**config.mk**
```make
export PLATFORM = sky130hd
export DESIGN_NAME = mem_stage
export DESIGN_NICKNAME = d
export VERILOG_FILES = /design/src/rtl/mem_stage.sv
export SDC_FILE = /design/constraint.sdc
export NUM_CORES = 1
export LEC_CHECK = 0
export BUFFER_PORTS_ARGS = -buffer_cell sky130_fd_sc_hd__buf_2
export CORE_MARGIN = 5
export CORE_UTILIZATION = 52
export DETAILED_ROUTE_END_ITERATION = 10
export PLACE_DENSITY = 0.85
export SLEW_MARGIN = 40
export SYNTH_ARGS = -nofsm -noshare
export SYNTH_HDL_FRONTEND = slang
export SYNTH_SLANG_ARGS = --single-unit
```
**constraint.sdc**
```tcl
create_clock -name clk -period 12.95 [get_ports clk]
set_clock_uncertainty 0.1 [all_clocks]
set_input_delay 2.59 -clock clk [delete_from_list [all_inputs] [get_ports clk]]
set_output_delay 2.59 -clock clk [all_outputs]
set_load 0.005 [all_outputs]
```
**src/rtl/mem_stage.sv**
```systemverilog
// ---------------------------------------------------------------------------
// mem_stage -- memory-access pipeline stage (between EX and WB).
//
// Takes an instruction from EX, waits for load data if needed, extracts and
// extends the addressed byte/halfword/word, and hands the finished
// result to WB. It also drives a forwarding bus and a block flag for decode.
// The flag tells decode that the result is not ready yet.
//
// Handshake (valid/ready, used on both sides):
//   A transfer happens on a rising clk edge where the producer's valid and
//   the consumer's allowin are both 1. Valid must not depend on allowin.
//   The payload is only meaningful while valid is 1.
//
// Ports:
//   clk, reset          rising-edge clock, synchronous active-high reset
//   ms_allowin          MEM can take an instruction from EX this cycle
//   es_to_ms_valid/bus  instruction from EX
//                       {ld_type[2:0], res_from_mem, gr_we, dest[4:0],
//                        alu_result[31:0], pc[31:0]}
//   ws_allowin          WB can take an instruction this cycle
//   ms_to_ws_valid/bus  completed instruction to WB
//                       {gr_we, dest[4:0], final_result[31:0], pc[31:0]}
//   data_sram_data_ok   load read data is valid this cycle
//   data_sram_rdata     load read data
//   ms_fwd_bus          bypass to decode {we, dest[4:0], result[31:0]}
//   ms_fwd_blk          MEM holds a load whose data has not arrived yet
// ---------------------------------------------------------------------------
module mem_stage (
    input  logic        clk,
    input  logic        reset,
    output logic        ms_allowin,
    input  logic        es_to_ms_valid,
    input  logic [73:0] es_to_ms_bus,
    input  logic        ws_allowin,
    output logic        ms_to_ws_valid,
    output logic [69:0] ms_to_ws_bus,
    input  logic        data_sram_data_ok,
    input  logic [31:0] data_sram_rdata,
    output logic [37:0] ms_fwd_bus,
    output logic        ms_fwd_blk
);

    logic        ms_valid;
    logic [73:0] ms_bus_r;
    logic        buf_valid;
    logic [31:0] buf_data;

    logic [2:0]  ld_type;
    logic        res_from_mem;
    logic        gr_we;
    logic [4:0]  dest;
    logic [31:0] alu_result;
    logic [31:0] pc;

    logic        ms_ready_go;
    logic        ms_leave;
    logic [31:0] raw_word;
    logic [7:0]  ld_byte;
    logic [15:0] ld_half;
    logic [31:0] ld_result;
    logic [31:0] final_result;

    assign {ld_type, res_from_mem, gr_we, dest, alu_result, pc} = ms_bus_r;

    // A load can only complete once its data shows up, either this cycle
    // from the SRAM or from an earlier cycle held in the buffer.
    assign ms_ready_go    = res_from_mem ? (data_sram_data_ok || buf_valid) : 1'b1;
    assign ms_allowin     = !ms_valid || (ms_ready_go && ws_allowin);
    assign ms_to_ws_valid = ms_valid && ms_ready_go;
    assign ms_leave       = ms_valid && ms_ready_go && ws_allowin;

    always_ff @(posedge clk) begin
        if (reset) begin
            ms_valid <= 1'b0;
        end else if (ms_allowin) begin
            ms_valid <= es_to_ms_valid;
        end
    end

    always_ff @(posedge clk) begin
        if (es_to_ms_valid && ms_allowin) begin
            ms_bus_r <= es_to_ms_bus;
        end
    end

    // The SRAM presents data_ok for one cycle only. If WB stalls in that
    // cycle, the word is kept here until the instruction can leave. Once
    // buffered, later data_ok pulses are ignored and the word is not
    // overwritten. Leaving takes priority over capturing.
    always_ff @(posedge clk) begin
        if (reset) begin
            buf_valid <= 1'b0;
        end else if (ms_leave) begin
            buf_valid <= 1'b0;
        end else if (ms_valid && res_from_mem && data_sram_data_ok && !buf_valid) begin
            buf_valid <= 1'b1;
        end
    end

    always_ff @(posedge clk) begin
        if (ms_valid && res_from_mem && data_sram_data_ok && !buf_valid && !ws_allowin) begin
            buf_data <= data_sram_rdata;
        end
    end

    assign raw_word = buf_valid ? buf_data : data_sram_rdata;

    always_comb begin
        ld_byte = raw_word[7:0];
        case (alu_result[1:0])
            2'b00:   ld_byte = raw_word[7:0];
            2'b01:   ld_byte = raw_word[15:8];
            2'b10:   ld_byte = raw_word[23:16];
            default: ld_byte = raw_word[31:24];
        endcase
        // alu_result[0] does not matter for halfword loads.
        ld_half = alu_result[1] ? raw_word[31:16] : raw_word[15:0];
    end

    always_comb begin
        ld_result = raw_word;
        case (ld_type)
            3'b001:  ld_result = {{24{ld_byte[7]}}, ld_byte};
            3'b010:  ld_result = {{16{ld_half[15]}}, ld_half};
            3'b011:  ld_result = {24'd0, ld_byte};
            3'b100:  ld_result = {16'd0, ld_half};
            default: ld_result = raw_word;
        endcase
    end

    assign final_result = res_from_mem ? ld_result : alu_result;

    assign ms_to_ws_bus = {gr_we, dest, final_result, pc};
    assign ms_fwd_bus   = {ms_valid && gr_we && (dest != 5'd0), dest, final_result};
    assign ms_fwd_blk   = ms_valid && res_from_mem && !ms_ready_go;

endmodule

```
==> results_dict.tcl, run 1 <==
set metrics [dict create \
    final_core_util_pct 60.8 \
    worstPathMaxFanout 17 \
    drtAntennaViolNets 0 \
    io_pins 222 \
    core_area_um2 10200 \
    rsz0062_at_grt "no" \
    path_cells "buf_2 > mux2i_2 > o22ai_1 > o21a_1 > o32a_1 > buf_2" \
    crit_path_top_delay_cell "o32a_1" \
    dp_hpwl_um 10900 \
    holdBufCountCts 0 \
    crit_path_end_kind "primary output" \
    hold_violations 0 \
    clkSinkCount 108 \
    syn-cell-area_um2 5400 \
    clockBufferDepth 2 \
    io_buffers 221 \
    fin_cells 700 \
    startpoint "data_sram_rdata[23]" \
    cts_resized 0 \
    areaGrowthSynthToFinish_pct 15.3 \
    track_usage_pct 23.1 \
    max_cap_viol_count 0 \
    drcViolationCount 0 \
    gr-total-overflow 0 \
    postLayoutCellArea_um2 6220 \
    diodes 0 \
    dieArea_um2 12500 \
    grt_pass1_wl_um 22100 \
    num_rows 37 \
    final.setup.tns_ps 0 \
    synth_seq_area_share_pct 59.7 \
    setup_viol 0 \
    placed_area_um2 6020 \
    hold_start "buf_valid$_SDFFE_PP0P_" \
    place_congestion 0.854 \
    path_clk_slew_ps 100 \
    final_common_cell "buf_2" \
    htree_levels 3 \
    wirelength_um 14500 \
    vias 3967 \
    r2r-start "ms_bus_r[70]$_DFFE_PP_" \
    drt_pass1_iterations 7 \
    fin_crit_ps 6870 \
    place_inst 682 \
    power_leakage_nw 2.42 \
    synthCells 422 \
    insertion_delay_ps 380 \
    path_class "primary input to primary output" \
    path_buf_inv 2 \
    drive_gt1_share_pct 46.6 \
    start_kind "primary input" \
    r2r_setup_slack_ps 10120 \
    max_stage_delay_ps 460 \
    ys_ff_latch 108 \
    final_nets 670 \
    status "completed" \
    p_per_area_nw_per_um2 118 \
    slew_headroom_pct 49.6 \
    yosys_warnings 0 \
    synth-async-reset-ratio_pct 0 \
    final_cell_mix "221 x buf_2, 106 x edfxtp_1, 24 x nand2_1" \
    syn_nets 533 \
    final-max-slew-violation-count 0 \
    crit_top_cell "buf_2" \
    timing.final.crit_share_pct 53.0 \
    die_w_um 112 \
    tritoncts "built" \
    cp_top_family "compound AO/OA/AOI/OAI gates" \
    post_cts_buffers 0 \
    numCtsBuffers 9 \
    routed_via_density 5.67 \
    synth_ff_type "edfxtp_1" \
    cp_data_arrival_time_ps 4180 \
    worst_slew_pin_slew_ps 750 \
    drt_iter0_drc 256 \
    critPathRequiredTime_ps 10260 \
    grt_max_degree 71 \
    synth-edff-count 106 \
    root_buffer "clkbuf_8" \
    die_y_um 112 \
    antenna_found_initial 0 \
    fmax_mhz 146 \
    synth.distinct_cells 45 \
    avgSynthCellArea_um2 12.8 \
    hold_path.class "flop to flop" \
    max-vdd-ir-drop_v 0.000100 \
    wl_per_cell_um 20.8 \
    initial_core_util_pct 52.7 \
    first_global_vias 4024 \
]
==> registers in the layout, indices dropped and copies added, names as in the netlist <==
signal	flops
buf_data	32
ms_valid	1
buf_valid	1
ms_bus_r	74
==> power by group <==
group          switching, mW  internal, mW
sequential           0.00787         0.403
combinational         0.0710        0.0562
clock                  0.121        0.0755
==> cell usage after synthesis, drive strengths merged, types with 2 or more instances <==
library cell / count / area (um^2)
mux2: 9 / 101
or2: 2 / 12.5
a31oi: 19 / 119
nand4: 2 / 12.5
inv: 4 / 15.0
o311a: 3 / 30.0
o221ai: 2 / 17.5
nor3: 6 / 30.0
o21ai: 24 / 120
and2: 2 / 12.5
nand2b: 4 / 25.0
nand3: 11 / 55.1
buf: 87 / 648
or3: 2 / 12.5
clkbuf: 14 / 52.6
or3b: 2 / 17.5
o2111ai: 2 / 17.5
dfxtp: 2 / 40.0
a21oi: 6 / 30.0
a211oi: 2 / 15.0
mux2i: 25 / 279
o22ai: 14 / 87.6
nand2: 24 / 90.1
o32a: 16 / 160
edfxtp: 106 / 3180
nor2: 19 / 71.3
==> path summary, 6_finish.rpt <==
kind / endpoint / depth (start not counted)
worst max-delay path: ms_to_ws_bus[60] / 6
worst min-delay path: buf_valid$_SDFFE_PP0P_ / 2
worst max register to register: ms_bus_r[43]$_DFFE_PP_ / 5
worst min register to register: buf_valid$_SDFFE_PP0P_ / 2
==> metrics by stage <==
step                setup WS [ps]  hold WS [ps]  power, mW
floorplan                    5950           425      0.506
global placement             6130           465      0.543
detailed placement           6030           500      0.546
CTS                          6040           516      0.741
global route                 5980           588      0.768
finish                       6080           513      0.735
==> cells by family (layout without fill, tap and decap cells) <==
group,after synthesis,count (layout),share of synthesized area [%]
xor+xnor,1,1,0.162
flops,108,108,59.7
simple gates,77,77,6.72
compound gates,96,96,12.7
buf+inv,105,247,13.3
mux,35,35,7.47
==> layout make-up <==
class	instances	area [um^2]
clock inverter	6	57.6
tap	136	170
clock buffer	10	128
sequential	108	3220
fill	818	4010
inverter	4	15.0
timing repair buffer	227	1150
multi-input combinational	209	1480
==> per-layer routing <==
layer	global-route usage [%]	vias up	share of wire, %
met4	9.16	0	2.7
met3	8.32	28	12
met1	26.8	1876	35
met2	38.9	251	51
met5	0	-	0
li1	-	1812	-
==> worst register-to-register path, delay by kind of cell (launching register included) <==
family                 cells  cell delay [ps]
AOI/OAI and AO/OA          1              550
DFF                        1              370
buffers and inverters      2             1030
and+or+nand+nor            2              400
No activity file was read; power rests on OpenSTA's default activity.
==> inputs of run 2 (changes only) <==
CORE_UTILIZATION = 49   (was 52)
PLACE_DENSITY = 0.81   (was 0.85)
clock period = 6.4 ns   (was 12.95 ns; I/O delays follow)
==> run 2 against run 1 <==
Die area increased by 5.6%; global-route usage shrank 1.4 points; register-to-register slack worse by 6100 ps; clock power grew 120%; critical path type is now flop to primary output.
==> results_dict.tcl, run 2 (same netlist as run 1, synthesis figures left out) <==
set metrics [dict create \
    fin_crit_ps 4440 \
    endpoint "ms_fwd_bus[14]" \
    path_class "flop to primary output" \
    drive_gt1_share_pct 46.4 \
    hold_path.class "flop to flop" \
    die_w_um 115 \
    track_usage_pct 21.6 \
    tritoncts "built" \
    first_global_vias 4038 \
    wirelength_um 14700 \
    vias 3980 \
    crit_path_end_kind "primary output" \
    drcViolationCount 0 \
    holdBufCountCts 0 \
    place_congestion 0.879 \
    final_nets 669 \
    diodes 0 \
    htree_levels 3 \
    max-vdd-ir-drop_v 0.000204 \
    worstPathMaxFanout 24 \
    post_cts_buffers 0 \
    gr-total-overflow 0 \
    p_per_area_nw_per_um2 243 \
    routed_via_density 5.67 \
    status "completed" \
    setup_viol 0 \
    r2r-end "ms_bus_r[36]$_DFFE_PP_" \
    slew_headroom_pct 46.9 \
    rsz0062_at_grt "no" \
    num_rows 38 \
    worstRegToRegCells 5 \
    die_y_um 115 \
    largest_reg_flops 74 \
    hold_violations 0 \
    fmax_mhz 225 \
    path_clk_slew_ps 100 \
    initial_core_util_pct 49.8 \
    final_common_cell "buf_2" \
    cts_resized 0 \
    antenna_found_initial 0 \
    clkSinkCount 108 \
    r2r_setup_slack_ps 4040 \
    wl_per_cell_um 21.0 \
    final-max-slew-violation-count 0 \
    drtAntennaViolNets 0 \
    areaGrowthSynthToFinish_pct 15.5 \
    grt_pass1_wl_um 21600 \
    worst_slew_pin_slew_ps 797 \
    start_kind "flop" \
    power_leakage_nw 2.42 \
    r2r-start "ms_bus_r[70]$_DFFE_PP_" \
    numCtsBuffers 9 \
    cp_data_arrival_time_ps 3060 \
    max_flop_register "ms_bus_r" \
    insertion_delay_ps 370 \
    drt_iter0_drc 347 \
    root_buffer "clkbuf_8" \
    final.setup.tns_ps 0 \
    io_buffers 221 \
    grt_max_degree 75 \
    core_area_um2 10800 \
    top_regs "ms_bus_r x74, buf_data x32" \
    dieArea_um2 13200 \
    drt_pass1_iterations 5 \
    max_cap_viol_count 0 \
    startpoint "ms_bus_r[33]$_DFFE_PP_" \
    timing.final.crit_share_pct 69.4 \
    final_cell_mix "221 x buf_2, 106 x edfxtp_1, 24 x nand2_1" \
    final_core_util_pct 57.5 \
    critPathRequiredTime_ps 5020 \
    dp_hpwl_um 11100 \
    io_pins 222 \
    clockBufferDepth 2 \
]
## run 2: cell count changes in the layout (fill, tap and decap cells not counted), sizes merged
cell / change
inv: -2
clkbuf: -1
clkinv: +1
buf: -1
bufinv: +1
## run 2: final cells by class
type	instances	area, um^2
fillers	878	4610
flip-flops and latches	108	3220
multi-input cells	209	1480
repair buffers	226	1150
well taps	140	175
clock buffers	9	124
clock inverters	6	71.3
inverters	4	15.0
## run 2: where the power goes
part | total [mW] | switching, mW | internal, mW
sequential | 0.834 | 0.0183 | 0.816
combinational | 0.256 | 0.142 | 0.113
clock | 0.426 | 0.242 | 0.185
total | 1.52 | 0.402 | 1.11
## run 2: how the worst min path moves through the flow
| stage | startpoint | to | slack [ps] | depth (start not counted) |
|---|---|---|---|---|
| final | ms_valid$_SDFFE_PP0N_ | ms_valid$_SDFFE_PP0N_ | 520 | 2 |
| after detailed placement | ms_valid$_SDFFE_PP0N_ | ms_valid$_SDFFE_PP0N_ | 490 | 2 |
| after CTS | ms_valid$_SDFFE_PP0N_ | ms_valid$_SDFFE_PP0N_ | 510 | 2 |
| after global routing | ms_valid$_SDFFE_PP0N_ | ms_valid$_SDFFE_PP0N_ | 540 | 2 |
| after global placement | ms_valid$_SDFFE_PP0N_ | ms_valid$_SDFFE_PP0N_ | 470 | 2 |
| after floorplan | ms_valid$_SDFFE_PP0N_ | buf_valid$_SDFFE_PP0P_ | 430 | 1 |
## run 2: layer usage
| metal | wire, um | GRT usage, % | up-vias |
|---|---|---|---|
| li1 | - | - | 1808 |
| met1 | 5300 | 25.1 | 1868 |
| met2 | 7230 | 36.0 | 262 |
| met3 | 1680 | 7.84 | 42 |
| met4 | 529 | 9.47 | 0 |
| met5 | 0 | 0 | - |
## run 2: through the flow
step           total power [mW]  instance area, um^2  std cells  worst slack (ps)  hold slack (ps)
2_1_floorplan              1.02                 5400        422               715              425
3_3_place_gp               1.10                 6020        686              2210              469
3_5_place_dp               1.11                 6030        686              2140              492
4_1_cts                    1.52                 6220        701              1940              509
5_1_grt                    1.58                 6230        702              1710              544
6_report                   1.52                 6230        702              1960              520
## run 2: worst max-delay path: stages, from the launching register on
cell	delay, ps
edfxtp_1	880
inv_1	450
o22ai_1	320
o21a_1	590
o22a_1	290
buf_2	140
==> inputs of run 3 (changes only) <==
CORE_UTILIZATION = 44   (was 49)
PLACE_DENSITY = 0.77   (was 0.81)
clock period = 3.9 ns   (was 6.4 ns; I/O delays follow)
==> run 3 against run 2 <==
Via count is 0.90% higher; critical path depth is 1 higher; routed wire length is 2.1% higher; worst setup slack worse by 1700 ps; register-to-register slack worse by 2400 ps; critical path type unchanged; largest power group unchanged; highest routed layer is now met5.
==> results_dict.tcl, run 3 (same netlist as run 1, synthesis figures left out) <==
set metrics [dict create \
    dp_hpwl_um 11700 \
    path_clk_slew_ps 70 \
    dieArea_um2 14600 \
    htree_levels 3 \
    clockBufferDepth 2 \
    die_y_um 121 \
    p_comb_share_pct 16.1 \
    first_global_vias 4074 \
    insertion_delay_ps 350 \
    status "completed" \
    setup_viol 0 \
    critPathRequiredTime_ps 3020 \
    wl_per_cell_um 20.9 \
    max-vdd-ir-drop_v 0.000342 \
    largest_reg_flops 74 \
    path_cells "o21ai_0 > and2_1 > buf_4 > o221ai_1 > o22a_1 > buf_2" \
    fin_cells 719 \
    max_flop_register "ms_bus_r" \
    top_regs "ms_bus_r x74, buf_data x32" \
    start_kind "flop" \
    wirelength_um 15100 \
    crit_path_end_kind "primary output" \
    io_buffers 221 \
    areaGrowthSynthToFinish_pct 18.7 \
    clkSinkCount 108 \
    holdBufCountCts 0 \
    io_pins 222 \
    gr-total-overflow 0 \
    final_nets 678 \
    path_class "flop to primary output" \
    num_rows 40 \
    p_sw_share_pct 24.5 \
    core_area_um2 12000 \
    final.setup.tns_ps 0 \
    grt_max_degree 45 \
    hold_violations 0 \
    hold_path.class "primary input to flop" \
    seq_power_share_pct 50.8 \
    fmax_mhz 278 \
    worstPathMaxFanout 17 \
    crit_path_top_delay_cell "and2_1" \
    worst_slew_pin_slew_ps 752 \
    final_cell_mix "221 x buf_2, 106 x edfxtp_1, 24 x nand2_1" \
    drcViolationCount 0 \
    p_total_mw 2.69 \
    vias 4016 \
    initial_core_util_pct 44.9 \
    final_core_util_pct 53.3 \
    final_common_cell "buf_2" \
    p_int_mw 2.03 \
    track_usage_pct 20.4 \
    root_buffer "clkbuf_16" \
    cts_resized 0 \
    max_stage_delay_ps 570 \
    die_w_um 121 \
    drtAntennaViolNets 0 \
    max_cap_viol_count 0 \
    diodes 0 \
    tritoncts "built" \
    drt_iter0_drc 295 \
    timing.final.crit_share_pct 92.2 \
    post_cts_buffers 0 \
    rsz0062_at_grt "no" \
    power.switching_mw 0.661 \
    grt_pass1_wl_um 22300 \
    slew_headroom_pct 49.9 \
    final-max-slew-violation-count 0 \
    p_per_area_nw_per_um2 421 \
    place_inst 703 \
    cp_data_arrival_time_ps 2720 \
    drt_pass1_iterations 6 \
    p_clk_share_pct 33.2 \
    routed_via_density 5.59 \
    antenna_found_initial 1 \
    power_leakage_nw 2.50 \
    fin_crit_ps 3600 \
    drive_gt1_share_pct 47.0 \
    numCtsBuffers 9 \
    place_congestion 0.870 \
]
[run 3: area by class of cell]
| cell class | instances | area [um^2] |
|---|---|---|
| Clock buffer | 11 | 233 |
| Clock inverter | 5 | 62.6 |
| Fill cell | 1045 | 5600 |
| Inverter | 4 | 15.0 |
| Multi-Input combinational cell | 209 | 1470 |
| Sequential cell | 108 | 3220 |
| Tap cell | 147 | 184 |
| Timing Repair Buffer | 235 | 1210 |
[run 3: final timing paths]
check | from | endpoint | slack [ps] | depth (start not counted)
worst max-delay path | ms_bus_r[71]$_DFFE_PP_ | ms_fwd_bus[14] | 300 | 6
worst max register to register | ms_bus_r[70]$_DFFE_PP_ | ms_bus_r[1]$_DFFE_PP_ | 1630 | 4
worst min register to register | ms_valid$_SDFFE_PP0N_ | ms_valid$_SDFFE_PP0N_ | 510 | 2
worst min-delay path | es_to_ms_bus[67] | ms_bus_r[67]$_DFFE_PP_ | 500 | 1
[run 3: power groups by stage]
stage | combinational, mW | clock (mW) | sequential [mW]
2_1_floorplan | 0.294 | 0 | 1.38
3_3_place_gp | 0.421 | 0 | 1.39
3_5_place_dp | 0.433 | 0 | 1.39
4_1_cts | 0.435 | 0.915 | 1.37
5_1_grt | 0.471 | 0.963 | 1.37
6_report | 0.433 | 0.894 | 1.37
[run 3: per-layer routing]
metal | routed length, um | global-route usage [%] | part of all wire (%)
met1 | 5670 | 23.6 | 38
met2 | 7490 | 34.3 | 50
met3 | 1480 | 6.88 | 9.9
met4 | 398 | 8.92 | 2.6
met5 | 7 | 0 | 0.046
[run 3: critical path, delay by kind of cell (launching register included)]
family                 cells  cell delay, ps
AO/OA/AOI/OAI              3             790
AND/OR/NAND/NOR            1             570
flip-flops                 1             560
buffers and inverters      2             450
[run 3: stage by stage]
stage / instance area (um^2) / setup WS (ps) / hold WS [ps]
2_1_floorplan: 5400 / 257 / 444
3_3_place_gp: 6100 / 631 / 468
3_5_place_dp: 6110 / 636 / 499
4_1_cts: 6410 / 310 / 487
5_1_grt: 6410 / 131 / 483
6_report: 6410 / 304 / 499
